===== src/rtl/serial_byte_feeder_pkg.sv =====
// Shared widths, FSM states and FIFO payload for the serial byte feeder.
package serial_feeder_pkg;

    localparam int unsigned BYTE_W = 8;
    localparam int unsigned CNT_W  = 3;

    typedef enum logic [0:0] {
        IDLE  = 1'b0,
        SHIFT = 1'b1
    } state_e;

    // One FIFO entry: the byte and the direction it is to be shifted in.
    typedef struct packed {
        logic              dir;
        logic [BYTE_W-1:0] data;
    } feed_entry_t;

    // First bit on the wire: MSB for left shift, LSB for right shift.
    function automatic logic first_bit(input logic [BYTE_W-1:0] data, input logic dir);
        return dir ? data[0] : data[BYTE_W-1];
    endfunction

endpackage


===== src/rtl/serial_byte_feeder_byte_fifo.sv =====
// Small synchronous FIFO of byte/direction entries with registered level and flags.
module byte_fifo
    import serial_feeder_pkg::*;
#(
    parameter int unsigned DEPTH = 2
) (
    input  logic                     clk,
    input  logic                     rst,
    input  logic                     wr_en,
    input  feed_entry_t              wr_data,
    input  logic                     rd_en,
    output feed_entry_t              rd_data_c,
    output logic [$clog2(DEPTH):0]   level,
    output logic                     full,
    output logic                     empty
);

    localparam int unsigned PTR_W = $clog2(DEPTH);
    localparam int unsigned LVL_W = PTR_W + 1;

    feed_entry_t        mem [DEPTH];
    logic [PTR_W-1:0]   wr_ptr;
    logic [PTR_W-1:0]   rd_ptr;
    logic [LVL_W-1:0]   level_d;
    logic               push_c;
    logic               pop_c;

    assign push_c    = wr_en && !full;
    assign pop_c     = rd_en && !empty;
    assign rd_data_c = mem[rd_ptr];

    // Next occupancy; a simultaneous push and pop leaves it unchanged.
    always_comb begin
        level_d = level;
        case ({push_c, pop_c})
            2'b10:   level_d = level + LVL_W'(1);
            2'b01:   level_d = level - LVL_W'(1);
            default: level_d = level;
        endcase
    end

    // Storage array; flushing is done by resetting the pointers, not the data.
    always_ff @(posedge clk) begin
        if (push_c) begin
            mem[wr_ptr] <= wr_data;
        end
    end

    // Pointers wrap naturally because DEPTH is a power of two.
    always_ff @(posedge clk) begin
        if (!rst) begin
            wr_ptr <= '0;
            rd_ptr <= '0;
            level  <= '0;
            full   <= 1'b0;
            empty  <= 1'b1;
        end else begin
            if (push_c) begin
                wr_ptr <= wr_ptr + PTR_W'(1);
            end
            if (pop_c) begin
                rd_ptr <= rd_ptr + PTR_W'(1);
            end
            level <= level_d;
            full  <= (level_d == LVL_W'(DEPTH));
            empty <= (level_d == '0);
        end
    end

endmodule


===== src/rtl/serial_byte_feeder.sv =====
// Serializes buffered bytes into an 8-bit direction-selectable shift register,
// ordering bits so the register's parallel output equals each accepted byte.
module serial_byte_feeder
    import serial_feeder_pkg::*;
#(
    parameter int unsigned DEPTH    = 2,
    parameter logic        IDLE_BIT = 1'b0
) (
    input  logic                     clk,
    input  logic                     rst,
    input  logic [BYTE_W-1:0]        s_data,
    input  logic                     s_dir,
    input  logic                     s_valid,
    output logic                     s_ready,
    output logic                     ser_in,
    output logic                     ser_dir,
    output logic                     busy,
    output logic                     word_valid,
    output logic [$clog2(DEPTH):0]   level
);

    localparam logic [CNT_W-1:0] LAST_BIT = CNT_W'(BYTE_W - 1);

    state_e              state_q;
    state_e              state_d;
    logic [CNT_W-1:0]    cnt_q;
    logic [CNT_W-1:0]    cnt_d;
    logic [BYTE_W-1:0]   sreg_q;
    logic [BYTE_W-1:0]   sreg_d;
    logic                ser_in_d;
    logic                ser_dir_d;
    logic                busy_d;
    logic                word_valid_d;
    logic                pop_c;
    logic                push_c;
    logic                fifo_full;
    logic                fifo_empty;
    feed_entry_t         wr_entry;
    feed_entry_t         head_c;

    assign s_ready       = !fifo_full;
    assign push_c        = s_valid && s_ready;
    assign wr_entry.dir  = s_dir;
    assign wr_entry.data = s_data;

    byte_fifo #(
        .DEPTH (DEPTH)
    ) u_fifo (
        .clk       (clk),
        .rst       (rst),
        .wr_en     (push_c),
        .wr_data   (wr_entry),
        .rd_en     (pop_c),
        .rd_data_c (head_c),
        .level     (level),
        .full      (fifo_full),
        .empty     (fifo_empty)
    );

    // State register plus the datapath and output registers it steers.
    always_ff @(posedge clk) begin
        if (!rst) begin
            state_q    <= IDLE;
            cnt_q      <= '0;
            sreg_q     <= '0;
            ser_in     <= IDLE_BIT;
            ser_dir    <= 1'b0;
            busy       <= 1'b0;
            word_valid <= 1'b0;
        end else begin
            state_q    <= state_d;
            cnt_q      <= cnt_d;
            sreg_q     <= sreg_d;
            ser_in     <= ser_in_d;
            ser_dir    <= ser_dir_d;
            busy       <= busy_d;
            word_valid <= word_valid_d;
        end
    end

    // Next state: load a byte from the FIFO head or advance one bit per cycle.
    always_comb begin
        state_d      = state_q;
        cnt_d        = cnt_q;
        sreg_d       = sreg_q;
        ser_in_d     = ser_in;
        ser_dir_d    = ser_dir;
        word_valid_d = 1'b0;
        pop_c        = 1'b0;

        case (state_q)
            IDLE: begin
                ser_in_d = IDLE_BIT;
                if (!fifo_empty) begin
                    pop_c     = 1'b1;
                    sreg_d    = head_c.data;
                    ser_dir_d = head_c.dir;
                    ser_in_d  = first_bit(head_c.data, head_c.dir);
                    cnt_d     = '0;
                    state_d   = SHIFT;
                end
            end

            SHIFT: begin
                if (cnt_q == LAST_BIT) begin
                    // Eighth bit is on the wire: the byte lands downstream this edge.
                    word_valid_d = 1'b1;
                    if (!fifo_empty) begin
                        pop_c     = 1'b1;
                        sreg_d    = head_c.data;
                        ser_dir_d = head_c.dir;
                        ser_in_d  = first_bit(head_c.data, head_c.dir);
                        cnt_d     = '0;
                    end else begin
                        ser_in_d = IDLE_BIT;
                        state_d  = IDLE;
                    end
                end else begin
                    cnt_d = cnt_q + CNT_W'(1);
                    if (ser_dir) begin
                        // Right shift downstream: walk towards the MSB.
                        sreg_d   = sreg_q >> 1;
                        ser_in_d = sreg_q[1];
                    end else begin
                        // Left shift downstream: walk towards the LSB.
                        sreg_d   = sreg_q << 1;
                        ser_in_d = sreg_q[BYTE_W-2];
                    end
                end
            end

            default: begin
                ser_in_d = IDLE_BIT;
                state_d  = IDLE;
            end
        endcase

        busy_d = (state_d == SHIFT);
    end

endmodule


===== config.mk =====
export PLATFORM = sky130hd
export DESIGN_NAME = serial_byte_feeder
export DESIGN_NICKNAME = d
export VERILOG_FILES = /design/src/rtl/serial_byte_feeder_pkg.sv /design/src/rtl/serial_byte_feeder_byte_fifo.sv /design/src/rtl/serial_byte_feeder.sv
export SDC_FILE = /design/constraint.sdc
export NUM_CORES = 1
export LEC_CHECK = 0
export ABC_AREA = 1
export BUFFER_PORTS_ARGS = -buffer_cell sky130_fd_sc_hd__buf_2
export CAP_MARGIN = 20
export CORE_ASPECT_RATIO = 0.9
export CORE_MARGIN = 2
export CORE_UTILIZATION = 49
export DETAILED_ROUTE_END_ITERATION = 10
export PLACE_DENSITY_LB_ADDON = 0.12
export SYNTH_ARGS = -nofsm -noshare
export SYNTH_HDL_FRONTEND = slang
export SYNTH_SLANG_ARGS = --single-unit

===== constraint.sdc =====
create_clock -name clk -period 3 [get_ports clk]
set_clock_uncertainty 0.1 [all_clocks]
set_input_delay 0 -clock clk [delete_from_list [all_inputs] [get_ports clk]]
set_output_delay 0 -clock clk [all_outputs]
set_load 0.005 [all_outputs]

==> After elaboration in Yosys (flattened, before gate mapping) <==
Memories as Yosys holds them, arrays and structs flattened. A register that Yosys moved wholly into a read port is not among the register bits.
Cells that the tools add are included.
{ "totals": {"reg_bits": 21, "elab_cells": 56, "mem_bits_rw": 18, "in_bits": 12, "n_memories": 1, "out_inout_bits": 7} }
{ "op_classes": {"reduce_logical": 7, "muxes": 26, "n_addsub": 5, "bitwise": 1, "eq_ne": 5} }
{ "memory_table": {"columns": ["memory", "depth", "width", "rd", "rd_clocked_by_memory_dff", "wr", "line", "source"], "rows": [
  ["u_fifo.mem", 2, 9, 1, 1, 1, "serial_byte_feeder_byte_fifo.sv:21", "feed_entry_t mem [DEPTH];"]
]} }
{ "ops": {"columns": ["cell", "count"], "rows": [
  ["8-bit two-way mux", 3],
  ["8-bit one-hot mux with 2 select lines", 1],
  ["1-bit two-way mux", 14],
  ["1-bit one-hot mux with 2 select lines", 4],
  ["3-bit two-way mux", 2],
  ["3-bit one-hot mux with 2 select lines", 1],
  ["2-bit == test (second input constant)", 2],
  ["2-bit one-hot mux with 2 select lines", 1],
  ["3-bit by 1-bit adder with 3-bit output (second input constant)", 1],
  ["3-bit == test (second input constant)", 1],
  ["1-bit logical AND", 3],
  ["1-bit adder (second input constant)", 2],
  ["2-bit by 1-bit adder with 2-bit output (second input constant)", 1],
  ["2-bit by 1-bit == test with 1-bit output (second input constant)", 1],
  ["1-bit zero test", 2],
  ["2-bit zero test", 1],
  ["2-bit by 1-bit != test with 1-bit output (second input constant)", 1],
  ["2-bit AND reduction", 1],
  ["2-bit by 1-bit subtractor with 2-bit output (second input constant)", 1],
  ["1-bit inverter", 1]
]} }

==> Logic depth before layout (Yosys ltp) <==
{ "logic_depth": {"ltp_word": 7, "depth_mapped": 14, "depth_no_buf": 14} }

==> By module <==
A second synthesis with hierarchy kept.
{ "hier_totals": {"hier_cells": 188, "hier_area_um2": 1757.9} }
{ "modules_own_cells": {"columns": ["mod", "cells_per_inst", "area_per_inst_um2", "n_inst", "seq_area_each_um2"], "rows": [
  ["byte_fifo", 66, 953.4, 1, 680.7],
  ["serial_byte_feeder", 122, 804.5, 1, 300.3]
]} }

==> Least setup slack after synthesis <==
Ideal clock, no wire load.
{ "synth_timing": {"kind": "register -> register", "from": "register cnt_q[0]", "to": "register u_fifo.empty", "period_less_slack_ps": 1862, "t_required_ps": 2791, "setup_slack_ps": 1138, "n_path_buf": 0, "arrival_time_ps": 1653, "setup_ps": 109, "path_stages_with_launch": 14, "cell_sequence": "dfxtp_1 > ha_1 > ha_1 > inv_1 > nand2_1 > nand2_2 > inv_4 > ha_1 > inv_1 > nand3_1 > nand2_1 > nand3_1 > nand2_1 > inv_1"} }
{ "synth_via": {"elab_chain_len": 7, "word_cells_on_any_way": 8, "cone_classes": "eq/ne (3); mux (3); reduce/logical (2)"} }
{ "synth_rtl": {"columns": ["element", "line", "source"], "rows": [
  ["start: declaration", "serial_byte_feeder.sv:26", "logic [CNT_W-1:0] cnt_q;"],
  ["start signal: assignment", "serial_byte_feeder.sv:72", "cnt_q <= cnt_d;"],
  ["3-bit == test *", "serial_byte_feeder.sv:105", "if (cnt_q == LAST_BIT) begin"],
  ["1-bit two-way mux *", "serial_byte_feeder.sv:105", null],
  ["1-bit one-hot mux with 2 select lines *", "serial_byte_feeder.sv:91", "case (state_q)"],
  ["1-bit logical AND *", "serial_byte_feeder_byte_fifo.sv:29", "assign pop_c = rd_en && !empty;"],
  ["via u_fifo.pop_c", "serial_byte_feeder_byte_fifo.sv:26", "logic pop_c;"],
  ["2-bit by 1-bit == test with 1-bit output / 2-bit == test (equally long branches)", "serial_byte_feeder_byte_fifo.sv:35", "case ({push_c, pop_c})"],
  ["2-bit one-hot mux with 2 select lines *", "serial_byte_feeder_byte_fifo.sv:35", null],
  ["2-bit zero test *", "serial_byte_feeder_byte_fifo.sv:66", "empty <= (level_d == '0);"],
  ["end signal: assignment", "serial_byte_feeder_byte_fifo.sv:66", null],
  ["end: declaration", "serial_byte_feeder_byte_fifo.sv:15", "output logic empty"]
]} }
Mark *: on every way through the listed nets, which the timed path passes. The rest lies on a longest branch.
A chain may end at the register's enable or synchronous reset.

==> Worst setup path in the final report <==
Ends and elaborated chain as after synthesis.

==> metrics <==
crit path launch type=register; clock network latency to the later pin of the worst-skew pair=280 ps; clock transition at the register clock pins on the worst setup and hold paths after CTS=70 ps; Layout Area Growth over Synthesis=19.3%; detailed placer's ending HPWL=2130 um; crit path time final=2040 ps; DP Area=0.00176 sq mm; max-slew violation total from the final report=0; total of buffers placed on input and output ports=18; standby leakage power=0.885 nW; number of inserted filler cells in the final layout=296; DRC viols=0; Cells after DPL=243; RSZ-0062 raised after global routing=false; iteration count of the initial detailed-routing pass=4; total power density per cell area=849 mW/mm^2; clock root cell=sky130_fd_sc_hd__clkbuf_8; TritonCTS buffer count=5; die area=0.00386 sq mm; # H-tree levels=2; CTS tree=built; ratio of cells with drive above 1 in the final layout=14.2%; min setup slack post-route=958 ps; Die W=65.2 um; number of placed I/O pins=19; die height=59.1 um; register area=981 sq um; number of instances in the synthesized netlist=186; sinks on the clock net=40; hold path cells=2; Peak Freq=490 MHz; largest driver fanout on the critical path=7; post-synthesis cell area=0.00165 sq mm; Data arrival, critical path=2130 ps; first-pass GRT wire length=5110 um; number of max-cap violations=0; largest buffer count on any clock path=2; Setup Slack @ Placement=985 ps; number of antenna violations at the first check in global routing=0; final hold violation count=0; number of nets with antenna violations after routing=0; slew at the pin with the worst max-slew slack=790 ps; Hold Path Class=in2reg; nets in the synthesized netlist=201; overall global routing resource usage=17.4%; Crit path required time=3090 ps; effective utilization at floorplan=50.1%; synthesis-stage register bit count=40; post-route insts no fill=262; Avg Inst Size Synth=8.89 sq um; share of the cycle needed by the critical path after routing=68.1%; fraction of the yosys area taken by sequential cells=59.3%; placer's final routability congestion estimate=0.790; aggregate negative setup slack=0 ps; kind of critical path=reg2reg; via density per instance=4.78; area of the multi-input gates=544 sq um; number of warning messages in the yosys log=0; total wire length after detailed routing=2880 um; post-layout net count=232; Crit. End Element=register; average wire per cell in the routed design=11.0 um; worst max-slew margin expressed relative to the limit=47.1%; number of core rows=20; aggregate global routing overflow=0; largest net degree at the start of global routing=19; area of all placed cells without fillers=0.00197 sq mm; unique cell type count in the Yosys netlist=21; final count of negative-setup-slack endpoints=0; IR Drop Worst-Case VDD=0.512 mV; Vias=1252; depth of the worst register-to-register path=13; vias in the first global route=1212; outcome=completed; total inserted antenna cells=0; total core area=0.00330 sq mm; initial detailed-routing violation count=72
[critical path, stage by stage (launching register included)]
cell and delay (ps):
sky130_fd_sc_hd__dfxtp_1 330, sky130_fd_sc_hd__ha_1 200, sky130_fd_sc_hd__ha_1 220, sky130_fd_sc_hd__inv_1 80, sky130_fd_sc_hd__nand2_1 80, sky130_fd_sc_hd__nand2_2 100, sky130_fd_sc_hd__inv_4 60, sky130_fd_sc_hd__ha_1 310
sky130_fd_sc_hd__inv_1 100, sky130_fd_sc_hd__nand3_1 80, sky130_fd_sc_hd__nand2_1 60, sky130_fd_sc_hd__nand3_1 110, sky130_fd_sc_hd__nand2_1 90, sky130_fd_sc_hd__inv_1 30
[power breakdown]
group          switching [mW]  internal, mW  total (mW)
combinational           0.301         0.184       0.486
sequential              0.105         0.705       0.810
clock                   0.171         0.210       0.380
[final cells by class]
type | instances | share of cell area (%)
Clock buffer | 8 | 5.07
Inverter | 24 | 4.69
Multi-Input combinational cell | 117 | 27.6
Sequential cell | 40 | 49.7
Tap cell | 44 | 2.79
Timing Repair Buffer | 29 | 10.1
[stage by stage]
| stage | hold slack [ps] | utilization [%] | power, mW |
|---|---|---|---|
| floorplan | -1.13 | - | 1.18 |
| CTS | 322 | 59.7 | 1.69 |
| global placement | 87.3 | 53.4 | 1.28 |
| detailed placement | 90.7 | 53.4 | 1.30 |
| finish | 331 | 59.7 | 1.68 |
| global route | 326 | 59.7 | 1.81 |
[cells in the mapped netlist]
cell / n / area share [%]
sky130_fd_sc_hd__xnor2_1: 1 / 0.53
sky130_fd_sc_hd__ha_1: 3 / 2.3
sky130_fd_sc_hd__nand2_2: 1 / 0.38
sky130_fd_sc_hd__nor3_1: 2 / 0.61
sky130_fd_sc_hd__o211a_1: 1 / 0.61
sky130_fd_sc_hd__buf_6: 1 / 0.68
sky130_fd_sc_hd__edfxtp_1: 18 / 33
sky130_fd_sc_hd__inv_4: 1 / 0.38
sky130_fd_sc_hd__nand4_1: 1 / 0.38
sky130_fd_sc_hd__inv_1: 20 / 4.5
sky130_fd_sc_hd__nand3_1: 3 / 0.91
sky130_fd_sc_hd__nor2_1: 16 / 3.6
sky130_fd_sc_hd__buf_2: 2 / 0.61
sky130_fd_sc_hd__o21ai_1: 1 / 0.30
sky130_fd_sc_hd__buf_4: 2 / 0.91
sky130_fd_sc_hd__inv_2: 3 / 0.68
sky130_fd_sc_hd__nand2_1: 49 / 11
sky130_fd_sc_hd__o21ai_0: 15 / 4.5
sky130_fd_sc_hd__nor2_4: 1 / 0.68
sky130_fd_sc_hd__a21oi_1: 23 / 7.0
sky130_fd_sc_hd__dfxtp_1: 22 / 27
[worst paths after layout]
check	startpoint	endpoint	slack [ps]
hold / removal	s_dir	u_fifo.mem[1][8]	330
hold reg to reg	sreg_q[0]	sreg_q[0]	360
setup / recovery	cnt_q[0]	u_fifo.empty	960
setup reg to reg	cnt_q[0]	u_fifo.empty	960
[registers in the layout, indices dropped and copies added, names as in the netlist, named ones only]
| signal | cells |
|---|---|
| u_fifo.full | 1 |
| u_fifo.wr_ptr | 1 |
| cnt_q | 3 |
| u_fifo.mem | 18 |
| u_fifo.empty | 1 |
| sreg_q | 8 |
| u_fifo.rd_ptr | 1 |
| u_fifo.level | 2 |
| word_valid | 1 |
| ser_in | 1 |
| ser_dir | 1 |
| state_q | 1 |
[logic make-up (layout without fill, tap and decap cells)]
| logic type | Yosys count | count (layout) | share of synthesized area (%) |
|---|---|---|---|
| simple gates | 73 | 73 | 17.7 |
| buf+inv | 29 | 61 | 7.79 |
| fa+ha+maj | 3 | 3 | 2.27 |
| flops | 40 | 40 | 59.3 |
| compound gates | 40 | 40 | 12.4 |
| xor+xnor | 1 | 1 | 0.530 |
[cells in the final DEF (no fill, tap or decap)]
| cell type | Yosys | final |
|---|---|---|
| sky130_fd_sc_hd__dlygate4sd3_1 | 0 | 11 |
| sky130_fd_sc_hd__a21oi_1 | 23 | 23 |
| sky130_fd_sc_hd__nand3_1 | 3 | 3 |
| sky130_fd_sc_hd__xnor2_1 | 1 | 1 |
| sky130_fd_sc_hd__clkbuf_1 | 0 | 1 |
| sky130_fd_sc_hd__o211a_1 | 1 | 1 |
| sky130_fd_sc_hd__o21ai_0 | 15 | 15 |
| sky130_fd_sc_hd__buf_2 | 2 | 18 |
| sky130_fd_sc_hd__o21ai_1 | 1 | 1 |
| sky130_fd_sc_hd__nor2_4 | 1 | 1 |
| sky130_fd_sc_hd__nand4_1 | 1 | 1 |
| sky130_fd_sc_hd__clkbuf_8 | 0 | 7 |
| sky130_fd_sc_hd__ha_1 | 3 | 3 |
| sky130_fd_sc_hd__edfxtp_1 | 18 | 18 |
| sky130_fd_sc_hd__inv_1 | 20 | 20 |
| sky130_fd_sc_hd__nor3_1 | 2 | 2 |
| sky130_fd_sc_hd__nand2_2 | 1 | 1 |
| sky130_fd_sc_hd__inv_2 | 3 | 3 |
| sky130_fd_sc_hd__inv_4 | 1 | 1 |
| sky130_fd_sc_hd__nor2_1 | 16 | 16 |
| sky130_fd_sc_hd__nand2_1 | 49 | 49 |
| sky130_fd_sc_hd__dfxtp_1 | 22 | 22 |
[metal layers]
metal | up-vias | part of all wire (%) | global-route usage [%]
li1 | 664 | - | -
met1 | 555 | 48 | 21.6
met2 | 27 | 46 | 28.6
met3 | 6 | 4.6 | 5.51
met4 | 0 | 1.2 | 6.85
met5 | - | 0 | 0
[repair_timing]
| action | 4_1_cts | 5_1_grt |
|---|---|---|
| resized for setup | 0 | 0 |
| endpoints found under the setup margin | 0 | 0 |
| hold buffers | 11 | 0 |
| setup buffers | 0 | 0 |
| endpoints found under the hold margin | 28 | 0 |
No activity file was read; power rests on OpenSTA's default activity.
